`src/rtl/axi_up_bridge.sv`:
```
// AXI4-Lite slave that bridges single transactions onto the UP_WR/UP_RD
// register-access interfaces, with an ack timeout that answers SLVERR.
module axi_up_bridge #(
  parameter int C_ADDR_WIDTH = 10,
  parameter int C_DATA_WIDTH = 32,
  parameter int C_TIMEOUT    = 64
) (
  input  logic                      clk,
  input  logic                      rst_n,
  input  logic [C_ADDR_WIDTH+1:0]   s_axi_awaddr,
  input  logic                      s_axi_awvalid,
  output logic                      s_axi_awready,
  input  logic [C_DATA_WIDTH-1:0]   s_axi_wdata,
  input  logic [C_DATA_WIDTH/8-1:0] s_axi_wstrb,
  input  logic                      s_axi_wvalid,
  output logic                      s_axi_wready,
  output logic [1:0]                s_axi_bresp,
  output logic                      s_axi_bvalid,
  input  logic                      s_axi_bready,
  input  logic [C_ADDR_WIDTH+1:0]   s_axi_araddr,
  input  logic                      s_axi_arvalid,
  output logic                      s_axi_arready,
  output logic [C_DATA_WIDTH-1:0]   s_axi_rdata,
  output logic [1:0]                s_axi_rresp,
  output logic                      s_axi_rvalid,
  input  logic                      s_axi_rready,
  output logic [C_ADDR_WIDTH-1:0]   up_wr_addr,
  output logic [C_DATA_WIDTH/8-1:0] up_wr_be,
  output logic                      up_wr_req,
  output logic [C_DATA_WIDTH-1:0]   up_wr_din,
  input  logic                      up_wr_ack,
  output logic [C_ADDR_WIDTH-1:0]   up_rd_addr,
  output logic                      up_rd_req,
  input  logic [C_DATA_WIDTH-1:0]   up_rd_dout,
  input  logic                      up_rd_ack
);

  localparam int CW = $clog2(C_TIMEOUT);
  localparam logic [CW-1:0] TMAX = CW'(C_TIMEOUT - 1);
  localparam logic [1:0] RESP_OKAY   = 2'b00;
  localparam logic [1:0] RESP_SLVERR = 2'b10;
  localparam logic [C_DATA_WIDTH-1:0] DEAD_WORD = {(C_DATA_WIDTH/32){32'hDEADDEAD}};

  typedef enum logic [2:0] {
    IDLE, WR_REQ, WR_WAIT, WR_RESP, RD_REQ, RD_WAIT, RD_RESP
  } state_t;

  state_t        state;
  logic [CW-1:0] cnt;
  logic          last_rd;
  logic          idle, wr_pend, rd_pend, pick_wr, wr_go, rd_go;
  logic          unused_addr_lsbs;

  // Byte-lane bits of the AXI addresses carry no meaning on the word-addressed UP side.
  assign unused_addr_lsbs = ^{s_axi_awaddr[1:0], s_axi_araddr[1:0]};

  // Readies are gated by rst_n so they read 0 while reset is held, even with valids pending.
  assign idle    = (state == IDLE) && rst_n;
  assign wr_pend = s_axi_awvalid && s_axi_wvalid;
  assign rd_pend = s_axi_arvalid;
  assign pick_wr = wr_pend && (!rd_pend || last_rd);
  assign wr_go   = idle && pick_wr;
  assign rd_go   = idle && rd_pend && !pick_wr;

  assign s_axi_awready = wr_go;
  assign s_axi_wready  = wr_go;
  assign s_axi_arready = rd_go;

  // Transaction FSM: capture at handshake, pulse req, wait for ack or timeout, hold response.
  always_ff @(posedge clk or negedge rst_n) begin
    if (!rst_n) begin
      state        <= IDLE;
      cnt          <= '0;
      last_rd      <= 1'b1;
      s_axi_bresp  <= RESP_OKAY;
      s_axi_bvalid <= 1'b0;
      s_axi_rdata  <= '0;
      s_axi_rresp  <= RESP_OKAY;
      s_axi_rvalid <= 1'b0;
      up_wr_addr   <= '0;
      up_wr_be     <= '0;
      up_wr_din    <= '0;
      up_wr_req    <= 1'b0;
      up_rd_addr   <= '0;
      up_rd_req    <= 1'b0;
    end else begin
      up_wr_req <= 1'b0;
      up_rd_req <= 1'b0;
      case (state)
        IDLE: begin
          if (wr_go) begin
            up_wr_addr <= s_axi_awaddr[C_ADDR_WIDTH+1:2];
            up_wr_be   <= s_axi_wstrb;
            up_wr_din  <= s_axi_wdata;
            up_wr_req  <= 1'b1;
            last_rd    <= 1'b0;
            state      <= WR_REQ;
          end else if (rd_go) begin
            up_rd_addr <= s_axi_araddr[C_ADDR_WIDTH+1:2];
            up_rd_req  <= 1'b1;
            last_rd    <= 1'b1;
            state      <= RD_REQ;
          end
        end
        WR_REQ: begin
          cnt   <= '0;
          state <= WR_WAIT;
        end
        WR_WAIT: begin
          if (up_wr_ack) begin
            s_axi_bresp  <= RESP_OKAY;
            s_axi_bvalid <= 1'b1;
            state        <= WR_RESP;
          end else if (cnt == TMAX) begin
            s_axi_bresp  <= RESP_SLVERR;
            s_axi_bvalid <= 1'b1;
            state        <= WR_RESP;
          end else begin
            cnt <= cnt + 1'b1;
          end
        end
        WR_RESP: begin
          if (s_axi_bready) begin
            s_axi_bvalid <= 1'b0;
            state        <= IDLE;
          end
        end
        RD_REQ: begin
          cnt   <= '0;
          state <= RD_WAIT;
        end
        RD_WAIT: begin
          if (up_rd_ack) begin
            s_axi_rdata  <= up_rd_dout;
            s_axi_rresp  <= RESP_OKAY;
            s_axi_rvalid <= 1'b1;
            state        <= RD_RESP;
          end else if (cnt == TMAX) begin
            s_axi_rdata  <= DEAD_WORD;
            s_axi_rresp  <= RESP_SLVERR;
            s_axi_rvalid <= 1'b1;
            state        <= RD_RESP;
          end else begin
            cnt <= cnt + 1'b1;
          end
        end
        RD_RESP: begin
          if (s_axi_rready) begin
            s_axi_rvalid <= 1'b0;
            state        <= IDLE;
          end
        end
        default: state <= IDLE;
      endcase
    end
  end

endmodule

```
`config.mk`:
```
export PLATFORM = sky130hd
export DESIGN_NAME = axi_up_bridge
export DESIGN_NICKNAME = d
export VERILOG_FILES = /design/src/rtl/axi_up_bridge.sv
export SDC_FILE = /design/constraint.sdc
export NUM_CORES = 1
export LEC_CHECK = 0
export ABC_AREA = 1
export ABC_CLOCK_PERIOD_IN_PS = 5400
export CELL_PAD_IN_SITES_DETAIL_PLACEMENT = 1
export CELL_PAD_IN_SITES_GLOBAL_PLACEMENT = 1
export CORE_MARGIN = 2
export CORE_UTILIZATION = 32
export DETAILED_ROUTE_END_ITERATION = 8
export PLACE_DENSITY_LB_ADDON = 0.12
export SETUP_SLACK_MARGIN = 0.2
export SKIP_CTS_REPAIR_TIMING = 1
export SYNTH_ARGS = -nofsm -noshare
export SYNTH_HDL_FRONTEND = slang
export SYNTH_SLANG_ARGS = --single-unit
```
`constraint.sdc`:
```
create_clock -name clk -period 5.4 [get_ports clk]
set_clock_uncertainty 0.1 [all_clocks]
set_input_delay 1.62 -clock clk [delete_from_list [all_inputs] [get_ports clk]]
set_output_delay 1.62 -clock clk [all_outputs]
set_load 0.005 [all_outputs]
```
# After elaboration in Yosys (flattened, before gate mapping)
# Index checks and enable logic that the tools add are counted.
# totals
out_inout_bits	99
word_cells	88
input_bits	101
register_bits	106
# op_classes
n_addsub	1
n_eq_ne	14
n_bitwise	1
muxes	32
n_reduce_logical	26
# ops
cell	n
$mux 32	2
$mux 3	8
$pmux 3 s7	1
$mux 6	3
$pmux 6 s3	1
$mux 1	12
$reduce_and 3->1	4
$reduce_bool 2->1	5
$eq 3x3->1 const B	3
$ne 3x3->1 const B	3
$ne 2x2->1 const B	4
$reduce_and 2->1	4
$add 6x1->6 const B	1
$eq 3x2->1 const B	2
$eq 6x6->1 const B	1
$logic_and 1x1->1	6
$mux 2	3
$reduce_and 5->1	1
$pmux 1 s2	2
$eq 3x1->1 const B	1
$logic_not 3->1	1
$reduce_bool 3->1	1
$logic_not 1->1	2
$reduce_or 2->1	1
2 further kinds	2

# Logic depth before layout (Yosys ltp)
# Gate-level depths: netlist of the first run.
# depth
word_depth	8
ltp_mapped	11
mapped_depth_nobuf	10

# Worst setup path before layout of the first run
# Ideal clock, no wire load.
# synth_timing
kind	input to output
start	input s_axi_awvalid
end	output s_axi_wready
setup_slack_ps	1229
n_path_buf	2
required_ps	3680
stages	6
arrival_ps	2451
path_cell_list	nand2_1 > a21oi_1 > nand2_8 > inv_4 > buf_2 > buf_4
# synth_between
elab_chain_len	3
# synth_rtl
item	line_no	text
from (decl)	11	input logic s_axi_awvalid,
$logic_and 1x1->1	59	assign wr_pend = s_axi_awvalid && s_axi_wvalid;
$logic_and 1x1->1	61	assign pick_wr = wr_pend && (!rd_pend || last_rd);
$logic_and 1x1->1	62	assign wr_go = idle && pick_wr;
to (decl)	16	output logic s_axi_wready,
# Every way passes these cells.

# Worst setup path in the final report of the first run
# layout_timing
start	input s_axi_awvalid
end	output s_axi_arready
# layout_between
elab_chain_len	4
# layout_rtl
item	line_no	text
$logic_and 1x1->1	59	
$logic_and 1x1->1	61	
$logic_not 1->1	63	assign rd_go = idle && rd_pend && !pick_wr;
$logic_and 1x1->1	63	
to (decl)	22	output logic s_axi_arready,
# Every way passes these cells.

==> impl_summary.txt, run 1 <==
----------------------------------------------------
[Status]
  Run status ... finished clean

[Routing]
  Number of remaining DRC errors ... 0
  Number of DRC violations after detailed-routing iteration 0 ... 185
  Number of nets with antenna violations after routing ... 0
  Via/cell ratio ... 4.559
  Detailed-route wire length ... 13.22 mm
  Vias after detailed routing ... 3,930
  Number of iterations in the first detailed-routing pass ... 4
  Routed length per instance ... 15.34 um

[Critical path]
  Critical Path Most Common Cell ... clkdlybuf4s50_1
  Flop-to-flop setup slack ... 3.41 ns
  Origin of the worst setup path ... s_axi_awvalid
  Cell Chain, Critical Path ... clkdlybuf4s50_1 > nand2_1 > a21oi_1 > nand2_8 > nand3_2 > inv_2 > clkdlybuf4s50_1
  Worst setup EP type ... primary output
  R2R depth ... 7
  Signal arrival time at the worst endpoint ... 3.32 ns
  Largest stage delay on the critical path ... 0.46 ns
  Number of gates on the worst path with buffers counted ... 7
  Data required, critical path ... 3.68 ns
  Critical path's slowest cell ... clkdlybuf4s50_1
  CP max FO ... 13
  Critical path start-end classification ... in -> out
  RR Startpoint ... last_rd
  Category of cells accounting for the largest share of critical-path delay ... buffers and inverters
  Bufs and invs on worst path ... 3
  Kind of start point of the critical path ... primary input
  FF-to-FF End ... up_wr_din[4]

[Floorplan]
  Starting density of the core ... 0.3306
  Number of placed I/O pins ... 200
  Placeable Area ... 13,400 um^2
  Die Outline Area ... 14,800 um^2
  Die height ... 121.7 um
  Die width ... 121.7 um
  Number of rows created at floorplan ... 42

[Pwr]
  Power Total ... 3468 uW
  Power density of the placed cells ... 515.5 nW/um^2
  Int Pwr ... 2361 uW
  Maximum vdd ir drop ... 0.1991 mV
  Reported leakage power ... 0.003319 uW
  Comb power frac ... 0.415
  Switching power share of the total ... 0.3191
  Portion of total power attributed to sequential cells ... 0.390
  Clock share of power ... 0.194
  Net Switching ... 1107 uW

[Clocking]
  Root buffer cell ... clkbuf_16
  Clock tree from TritonCTS ... yes
  Clock edge transition at the registers on the reported setup and hold paths ... 0.06 ns
  Number of levels the H-tree was split into ... 3
  Clk_lat worst skew ... 0.34 ns
  Max clock buf depth ... 2
  Num Clock Sinks ... 104
  Number of buffers added by the clock tree synthesis step ... 9

[Synth]
  Area share of and/or/nand/nor cells after synthesis ... 0.3033
  Avg Synthesized Cell Area ... 8.932 um^2
  Proportion of synthesized chip area in sequential cells ... 0.5877
  Largest family of logic cells by synthesized area ... simple AND/OR/NAND/NOR gates
  Compound-Gate Fraction of Synth Area ... 0.03389
  Post-synthesis share of cell area spent on full adders, half adders and majority gates ... 0.002824
  Multiplexer fraction of the synthesized cell area ... 0
  Gate count of the mapped netlist ... 496
  Count of warnings emitted by yosys ... 0
  Synth Register Bits ... 104
  Number of distinct library cells after synthesis ... 29
  Post-synthesis instance area ... 4430 um^2
  Post-synthesis share of cell area spent on xor and xnor gates ... 0.007907

[STA]
  Part of the cycle the worst path needs ... 0.9332
  Maximum operating frequency ... 0.1984 GHz
  Max-slew violation count ... 0
  Relative slew slack ... 0.4525
  Actual slew at the worst max-slew pin ... 0.8213 ns
  Fin crit period ... 5.039 ns
  Unrepaired setup endpoints after global routing ... no
  Setup tns final ... 0 ns
  Final setup violating endpoints ... 0
  Hold Vio Cnt, Final ... 0

[GRT]
  Antenna violations before repair ... 0
  All-layer global routing usage ... 0.1820
  Via count of the first global-routing pass ... 4,101
  Global-route wire length before repair ... 20.82 mm
  Maximum number of pins on one net before global-route repair ... 64
  Aggregate global routing overflow ... 0

[Hold path]
  Startpoint of the most critical hold path ... s_axi_rdata[21]
  Worst-case hold path end point ... s_axi_rdata[21]
  Hold Crit Class ... reg -> reg
  Hold Path Depth ... 2

[Placement]
  # port buffers ... 193
  RD Place Congestion ... 0.7909
  DP Cell Count ... 847
  Post-DP HPWL ... 9.543 mm

[Cells and area]
  Area taken by flip-flops and latches ... 2604 um^2
  Share of cells above drive strength 1 ... 0.08309
  Total area of multi-input combinational cells ... 1549 um^2
  Number of standard cells in the final layout excluding fillers ... 862
  Number of fill cells ... 1,566
  Diode count ... 0
  Most common cell after layout, fill and taps aside ... nand2_1
  Area grow syn2layout ... 51.82%
  Commonest cells after routing, fill and taps aside ... nand2_1 (254), clkdlybuf4s50_1 (192), dfrtp_1 (103), o21ai_0 (25), nand3_1 (19)
  Final-stage net count ... 784

[Run]
  Max-cap violation count ... 0

----------------------------------------------------
[layout make-up]
class | count | area share
clock inverter | 3 | 0.005952
tap | 176 | 0.03274
clock buffer | 12 | 0.03962
inverter | 20 | 0.01190
timing repair buffer | 198 | 0.2924
multi-input combinational | 349 | 0.2303
sequential | 104 | 0.3871
[how the worst max path moves through the flow]
stage | end | slack [ns]
after floorplan | s_axi_wready | 1.23
after global placement | s_axi_arready | 0.34
after detailed placement | s_axi_arready | 0.32
after CTS | s_axi_arready | 0.32
after global routing | s_axi_arready | 0.29
final | s_axi_arready | 0.36
[power by group through the flow]
stage          Clock [uW]  Combinational (uW)  Sequential [uW]
3_5_place_dp            0                1460             1370
4_1_cts               699                1480             1360
6_report              674                1440             1350
5_1_grt               729                1600             1400
2_1_floorplan           0                 535             1370
3_3_place_gp            0                1420             1350
[state kept, by name, indices dropped and copies added, names as in the netlist]
signal and cells:
s_axi_bvalid 1, s_axi_rvalid 1, state 3, s_axi_bresp 1, up_rd_req 1, s_axi_rdata 32
up_wr_be 4, last_rd 1, s_axi_rresp 1, up_wr_addr 10, up_wr_din 32, cnt 6
up_rd_addr 10, up_wr_req 1
[layer usage]
| metal | part of all wire | GRT usage |
|---|---|---|
| met5 | 0 | 0 |
| met4 | 0.015 | 0.05891 |
| met3 | 0.095 | 0.07444 |
| met2 | 0.48 | 0.2995 |
| met1 | 0.41 | 0.2178 |
[stage by stage]
| stage | setup slack [ns] | hold WS, ns | utilization | cell area, um^2 |
|---|---|---|---|---|
| global placement | 0.3408 | 0.3521 | 0.4791 | 6420 |
| CTS | 0.3224 | 0.3756 | 0.5020 | 6726 |
| detailed placement | 0.3227 | 0.3591 | 0.4791 | 6420 |
| global route | 0.2914 | 0.3973 | 0.5020 | 6726 |
| finish | 0.3608 | 0.3716 | 0.5020 | 6726 |
| floorplan | 1.229 | 0.3570 | - | 4434 |
[synth_stat cells]
library cell / n / area [um^2]
buf_4: 5 / 37.54
nand2_1: 254 / 953.4
nand3_1: 19 / 95.09
buf_6: 9 / 101.4
inv_2: 4 / 15.01
clkbuf_1: 2 / 7.510
buf_12: 1 / 20.02
nand3_2: 2 / 20.02
nor2_1: 6 / 22.52
nand3b_1: 2 / 15.01
inv_4: 2 / 12.51
nand4_1: 2 / 12.51
o21ai_1: 1 / 5.000
nand2_8: 1 / 20.02
nor2_2: 2 / 12.51
dfstp_2: 1 / 26.28
conb_1: 1 / 3.750
xor2_1: 4 / 35.03
nor3_2: 1 / 10.01
nand2_2: 17 / 106.4
a21oi_1: 4 / 20.02
o21ai_0: 25 / 125.1
nor2_4: 3 / 33.78
dfrtp_1: 103 / 2577
ha_1: 1 / 12.51
nor2_8: 1 / 20.02
nand2_4: 2 / 22.52
inv_1: 14 / 52.55
buf_2: 7 / 35.03
[kinds of logic after synthesis]
kind of cell | after synthesis
DFF | 104
buffers and inverters | 44
and+or+nand+nor | 312
xor gates and xnor gates | 4
other | 1
AOI/OAI and AO/OA | 30
adders and majority gates | 1
[worst min-delay path, stage by stage (launching register included)]
cell and delay, ns:
dfrtp_1 0.34, nand2_1 0.05, nand2_1 0.05
Note: power is estimated with default switching activity, not from simulation.
==> run 2, diff against run 1 <==
- CELL_PAD_IN_SITES_DETAIL_PLACEMENT: 1 -> default
- CELL_PAD_IN_SITES_GLOBAL_PLACEMENT: 1 -> default
- CORE_UTILIZATION: 32 -> 40
==> impl_summary.txt, run 2 (same netlist as run 1, synthesis figures left out) <==
----------------------------------------------------
[Status]
  Run status ... finished clean

[Run]
  Max-cap violation count ... 0

[Pwr]
  Maximum vdd ir drop ... 0.2160 mV
  Comb power frac ... 0.428
  Switching power share of the total ... 0.3194
  Int Pwr ... 2236 uW
  Portion of total power attributed to sequential cells ... 0.411
  Net Switching ... 1049 uW
  Power density of the placed cells ... 498.1 nW/um^2
  Clock share of power ... 0.161
  Reported leakage power ... 0.003277 uW

[Critical path]
  Number of gates on the worst path with buffers counted ... 7
  Timing endpoint of the critical path ... s_axi_arready
  Critical path start-end classification ... in -> out
  RR Startpoint ... last_rd
  Worst setup EP type ... primary output
  FF-to-FF End ... up_wr_din[27]
  Signal arrival time at the worst endpoint ... 3.30 ns
  Cell Chain, Critical Path ... clkdlybuf4s50_1 > nand2_1 > a21oi_1 > nand2_8 > nand3_2 > inv_2 > clkdlybuf4s50_1
  Kind of start point of the critical path ... primary input
  CP max FO ... 11
  Category of cells accounting for the largest share of critical-path delay ... buffers and inverters
  R2R depth ... 7
  Largest stage delay on the critical path ... 0.47 ns
  Bufs and invs on worst path ... 3
  Data required, critical path ... 3.68 ns
  Flop-to-flop setup slack ... 3.44 ns
  Critical path's slowest cell ... clkdlybuf4s50_1
  Origin of the worst setup path ... s_axi_awvalid
  Critical Path Most Common Cell ... clkdlybuf4s50_1

[STA]
  Fin crit period ... 5.019 ns
  Unrepaired setup endpoints after global routing ... no
  Maximum operating frequency ... 0.1992 GHz
  Setup tns final ... 0 ns
  Max-slew violation count ... 0
  Part of the cycle the worst path needs ... 0.9294
  Hold Vio Cnt, Final ... 0
  Final setup violating endpoints ... 0
  Actual slew at the worst max-slew pin ... 0.6942 ns
  Relative slew slack ... 0.5372

[Floorplan]
  Starting density of the core ... 0.4087
  Number of rows created at floorplan ... 38
  Number of placed I/O pins ... 200
  Die height ... 109.2 um
  Placeable Area ... 10,840 um^2
  Die Outline Area ... 11,930 um^2
  Die width ... 109.2 um

[GRT]
  Antenna violations before repair ... 0
  Global-route layer with the greatest usage ... met2
  Global routing met3 resource utilization ... 0.06754
  Aggregate global routing overflow ... 0
  GR Util met2 ... 0.3119
  Global-route wire length before repair ... 17.98 mm
  All-layer global routing usage ... 0.1933
  Via count of the first global-routing pass ... 3,781
  Met1 global-route usage ... 0.2375
  Maximum number of pins on one net before global-route repair ... 57

[Cells and area]
  Commonest cells after routing, fill and taps aside ... nand2_1 (254), clkdlybuf4s50_1 (192), dfrtp_1 (103), o21ai_0 (25), nand3_1 (19)
  Most common cell after layout, fill and taps aside ... nand2_1
  Share of cells above drive strength 1 ... 0.08443
  Largest regs ... s_axi_rdata (32), up_wr_din (32)
  Diode count ... 0
  Finished layout cell area ... 6595 um^2
  Area grow syn2layout ... 48.86%
  Final-stage net count ... 784

[Hold path]
  Hold Crit Class ... reg -> reg
  Startpoint of the most critical hold path ... s_axi_rdata[28]

[Clocking]
  Number of buffers added by the clock tree synthesis step ... 9
  Clk_lat worst skew ... 0.35 ns
  Clock edge transition at the registers on the reported setup and hold paths ... 0.09 ns
  Max clock buf depth ... 2
  Number of levels the H-tree was split into ... 3
  Clock tree from TritonCTS ... yes
  Root buffer cell ... clkbuf_8
  Num Clock Sinks ... 104

[Placement]
  Post-DP HPWL ... 8.100 mm
  Area after detailed placement ... 6375 um^2
  RD Place Congestion ... 0.8034
  # port buffers ... 193

[Routing]
  Number of remaining DRC errors ... 0
  Via/cell ratio ... 4.574
  Detailed-route wire length ... 11.22 mm
  Vias after detailed routing ... 3,783
  Number of iterations in the first detailed-routing pass ... 4
  Routed length per instance ... 13.56 um
  Number of nets with antenna violations after routing ... 0
  Number of DRC violations after detailed-routing iteration 0 ... 243

----------------------------------------------------
## run 2: changes by cell type in the layout (fill, tap and decap cells not counted)
cell	previous run	this run
bufinv_16	1	2
clkbuf_8	3	10
clkinvlp_4	0	1
clkinv_2	2	3
clkbuf_16	9	0
## run 2: worst min path at each step
stage                                  to  slack, ns  cells past startpoint
after floorplan                   last_rd       0.36                      2
after global placement    s_axi_rdata[26]       0.35                      2
after detailed placement  s_axi_rdata[12]       0.36                      2
after CTS                 s_axi_rdata[12]       0.38                      2
after global routing      s_axi_rdata[12]       0.40                      2
final                     s_axi_rdata[28]       0.38                      2
## run 2: routing by layer
| layer | wire length (um) | part of all wire |
|---|---|---|
| met5 | 0 | 0 |
| met4 | 248 | 0.022 |
| met3 | 1084 | 0.097 |
| met2 | 5261 | 0.47 |
| met1 | 4620 | 0.41 |
## run 2: area by class of cell
cell class | count | area, um^2
multi-input combinational | 349 | 1549
timing repair buffer | 198 | 1967
fill | 978 | 4245
clock inverter | 6 | 82.58
clock buffer | 10 | 137.6
sequential | 104 | 2604
tap | 140 | 175.2
inverter | 20 | 80.08
## run 2: worst min-delay path, stage by stage, from the launching register on
cell,delay (ns)
dfrtp_1,0.35
nand2_1,0.05
nand2_1,0.05
## run 2: power groups by stage
stage | combinational [uW] | sequential, uW | clock (uW)
after floorplan | 535 | 1370 | 0
after global placement | 1400 | 1350 | 0
final | 1410 | 1350 | 529
after CTS | 1430 | 1350 | 550
after global routing | 1570 | 1400 | 583
after detailed placement | 1420 | 1350 | 0
## run 2: stage by stage
stage                     setup WS, ns  hold WS (ns)  power, uW  cells  utilization
after floorplan                  1.229        0.3570       1905    497            -
after global placement          0.3635        0.3524       2743    811       0.5881
after detailed placement        0.3430        0.3586       2779    811       0.5881
after CTS                       0.3416        0.3807       3328    827       0.6084
after global routing            0.2835        0.3980       3553    827       0.6084
final                           0.3811        0.3789       3285    827       0.6084
==> run 3, diff against run 2 <==
- CORE_MARGIN: 2 -> 4
==> impl_summary.txt, run 3 (same netlist as run 1, synthesis figures left out) <==
----------------------------------------------------
[STA]
  Relative slew slack ... 0.3652
  Hold Vio Cnt, Final ... 0
  Part of the cycle the worst path needs ... 0.9345
  Final setup violating endpoints ... 0
  Unrepaired setup endpoints after global routing ... no
  Actual slew at the worst max-slew pin ... 0.9522 ns
  Fin crit period ... 5.046 ns
  Maximum operating frequency ... 0.1982 GHz
  Setup tns final ... 0 ns
  Max-slew violation count ... 0
  Final worst setup slack ... 0.3536 ns

[Floorplan]
  Die width ... 113.2 um
  Die height ... 113.2 um
  Starting density of the core ... 0.4087
  Number of placed I/O pins ... 200
  Placeable Area ... 10,840 um^2
  Number of rows created at floorplan ... 38
  Die Outline Area ... 12,820 um^2

[Pwr]
  Power density of the placed cells ... 497.5 nW/um^2
  Clock share of power ... 0.153
  Maximum vdd ir drop ... 0.2465 mV
  Int Pwr ... 2184 uW
  Reported leakage power ... 0.003262 uW
  Switching power share of the total ... 0.3327
  Net Switching ... 1089 uW
  Portion of total power attributed to sequential cells ... 0.414
  Comb power frac ... 0.433

[Status]
  Run status ... finished clean

[Cells and area]
  Largest regs ... s_axi_rdata (32), up_wr_din (32)
  Diode count ... 0
  Most common cell after layout, fill and taps aside ... nand2_1
  Area taken by flip-flops and latches ... 2604 um^2
  Commonest cells after routing, fill and taps aside ... nand2_1 (254), clkdlybuf4s50_1 (192), dfrtp_1 (103), o21ai_0 (25), nand3_1 (19)
  End-of-flow core utilization ... 0.6068
  Total area of multi-input combinational cells ... 1549 um^2
  Share of cells above drive strength 1 ... 0.08443
  Final-stage net count ... 784
  Number of fill cells ... 953
  Area grow syn2layout ... 48.46%
  Finished layout cell area ... 6578 um^2

[Critical path]
  RR Startpoint ... last_rd
  Critical path start-end classification ... in -> out
  Critical Path Most Common Cell ... clkdlybuf4s50_1
  Data required, critical path ... 3.68 ns
  Signal arrival time at the worst endpoint ... 3.33 ns
  R2R depth ... 8
  Critical path's slowest cell ... clkdlybuf4s50_1
  FF-to-FF End ... state[2]
  Kind of start point of the critical path ... primary input
  CP max FO ... 20
  Cell Chain, Critical Path ... clkdlybuf4s50_1 > nand2_1 > a21oi_1 > nand2_8 > nand3_2 > inv_2 > clkdlybuf4s50_1
  Flop-to-flop setup slack ... 3.42 ns
  Largest stage delay on the critical path ... 0.46 ns
  Worst setup EP type ... primary output

[GRT]
  Antenna violations before repair ... 0
  Global-route wire length before repair ... 18.89 mm
  Aggregate global routing overflow ... 0
  Maximum number of pins on one net before global-route repair ... 77
  Via count of the first global-routing pass ... 3,836
  All-layer global routing usage ... 0.1844

[Routing]
  Vias after detailed routing ... 3,873
  Number of iterations in the first detailed-routing pass ... 4
  Routed length per instance ... 14.12 um
  Number of nets with antenna violations after routing ... 0
  Number of remaining DRC errors ... 0
  Detailed-route wire length ... 11.67 mm
  Via/cell ratio ... 4.683
  Number of DRC violations after detailed-routing iteration 0 ... 189

[Placement]
  # port buffers ... 193
  Area after detailed placement ... 6375 um^2
  RD Place Congestion ... 0.7875
  Setup slack at placement ... 0.3315 ns
  Post-DP HPWL ... 8.600 mm

[Clocking]
  Number of buffers added by the clock tree synthesis step ... 9
  Clk_lat worst skew ... 0.37 ns
  Root buffer cell ... clkbuf_8
  Num Clock Sinks ... 104
  Clock edge transition at the registers on the reported setup and hold paths ... 0.10 ns
  Clock tree from TritonCTS ... yes
  Max clock buf depth ... 2
  Number of levels the H-tree was split into ... 3

[Run]
  Max-cap violation count ... 0

[Hold path]
  Hold Crit Class ... reg -> reg
  Startpoint of the most critical hold path ... s_axi_rdata[14]
  Worst-case hold path end point ... s_axi_rdata[14]
  Hold Path Depth ... 2

----------------------------------------------------
==> run 3: layer usage <==
layer / global-route usage / vias to the layer above / part of all wire
met5: 0 / - / 0
met4: 0.08013 / 0 / 0.027
met3: 0.06684 / 25 / 0.093
met2: 0.2942 / 155 / 0.47
met1: 0.2254 / 1807 / 0.41
li1: - / 1886 / -
==> run 3: area by class of cell <==
cell class / instances / share of cell area
clock buffers: 9 / 0.01883
clock inverters: 7 / 0.01198
inverters: 20 / 0.01217
multi-input cells: 349 / 0.2355
flip-flops and latches: 104 / 0.3959
well taps: 140 / 0.02663
repair buffers: 198 / 0.2990
==> run 3: metrics by stage <==
| step | std cells | total power, uW | hold slack [ns] |
|---|---|---|---|
| after detailed placement | 811 | 2800 | 0.3587 |
| after CTS | 827 | 3320 | 0.3835 |
| after global routing | 827 | 3520 | 0.3946 |
| after global placement | 811 | 2756 | 0.3533 |
| after floorplan | 497 | 1905 | 0.3570 |
| final | 827 | 3272 | 0.3797 |
==> run 3: power groups by stage <==
stage | Clock [uW] | Combinational [uW] | Sequential, uW
3_3_place_gp | 0 | 1410 | 1350
4_1_cts | 522 | 1440 | 1350
6_report | 501 | 1420 | 1350
5_1_grt | 554 | 1570 | 1400
2_1_floorplan | 0 | 535 | 1370
3_5_place_dp | 0 | 1440 | 1360
==> run 3: worst max path at each step <==
stage	startpoint	to	slack [ns]	cells after the start
6_report	s_axi_awvalid	s_axi_arready	0.35	7
3_5_place_dp	s_axi_awvalid	s_axi_arready	0.33	7
2_1_floorplan	s_axi_awvalid	s_axi_wready	1.23	6
5_1_grt	s_axi_wvalid	s_axi_arready	0.25	7
3_3_place_gp	s_axi_wvalid	s_axi_arready	0.33	7
4_1_cts	s_axi_awvalid	s_axi_arready	0.33	7
==> run 3: critical path, delay by kind of cell <==
family	cells	cell delay, ns
simple gates	3	0.35
buf+inv	3	1.01
compound gates	1	0.34
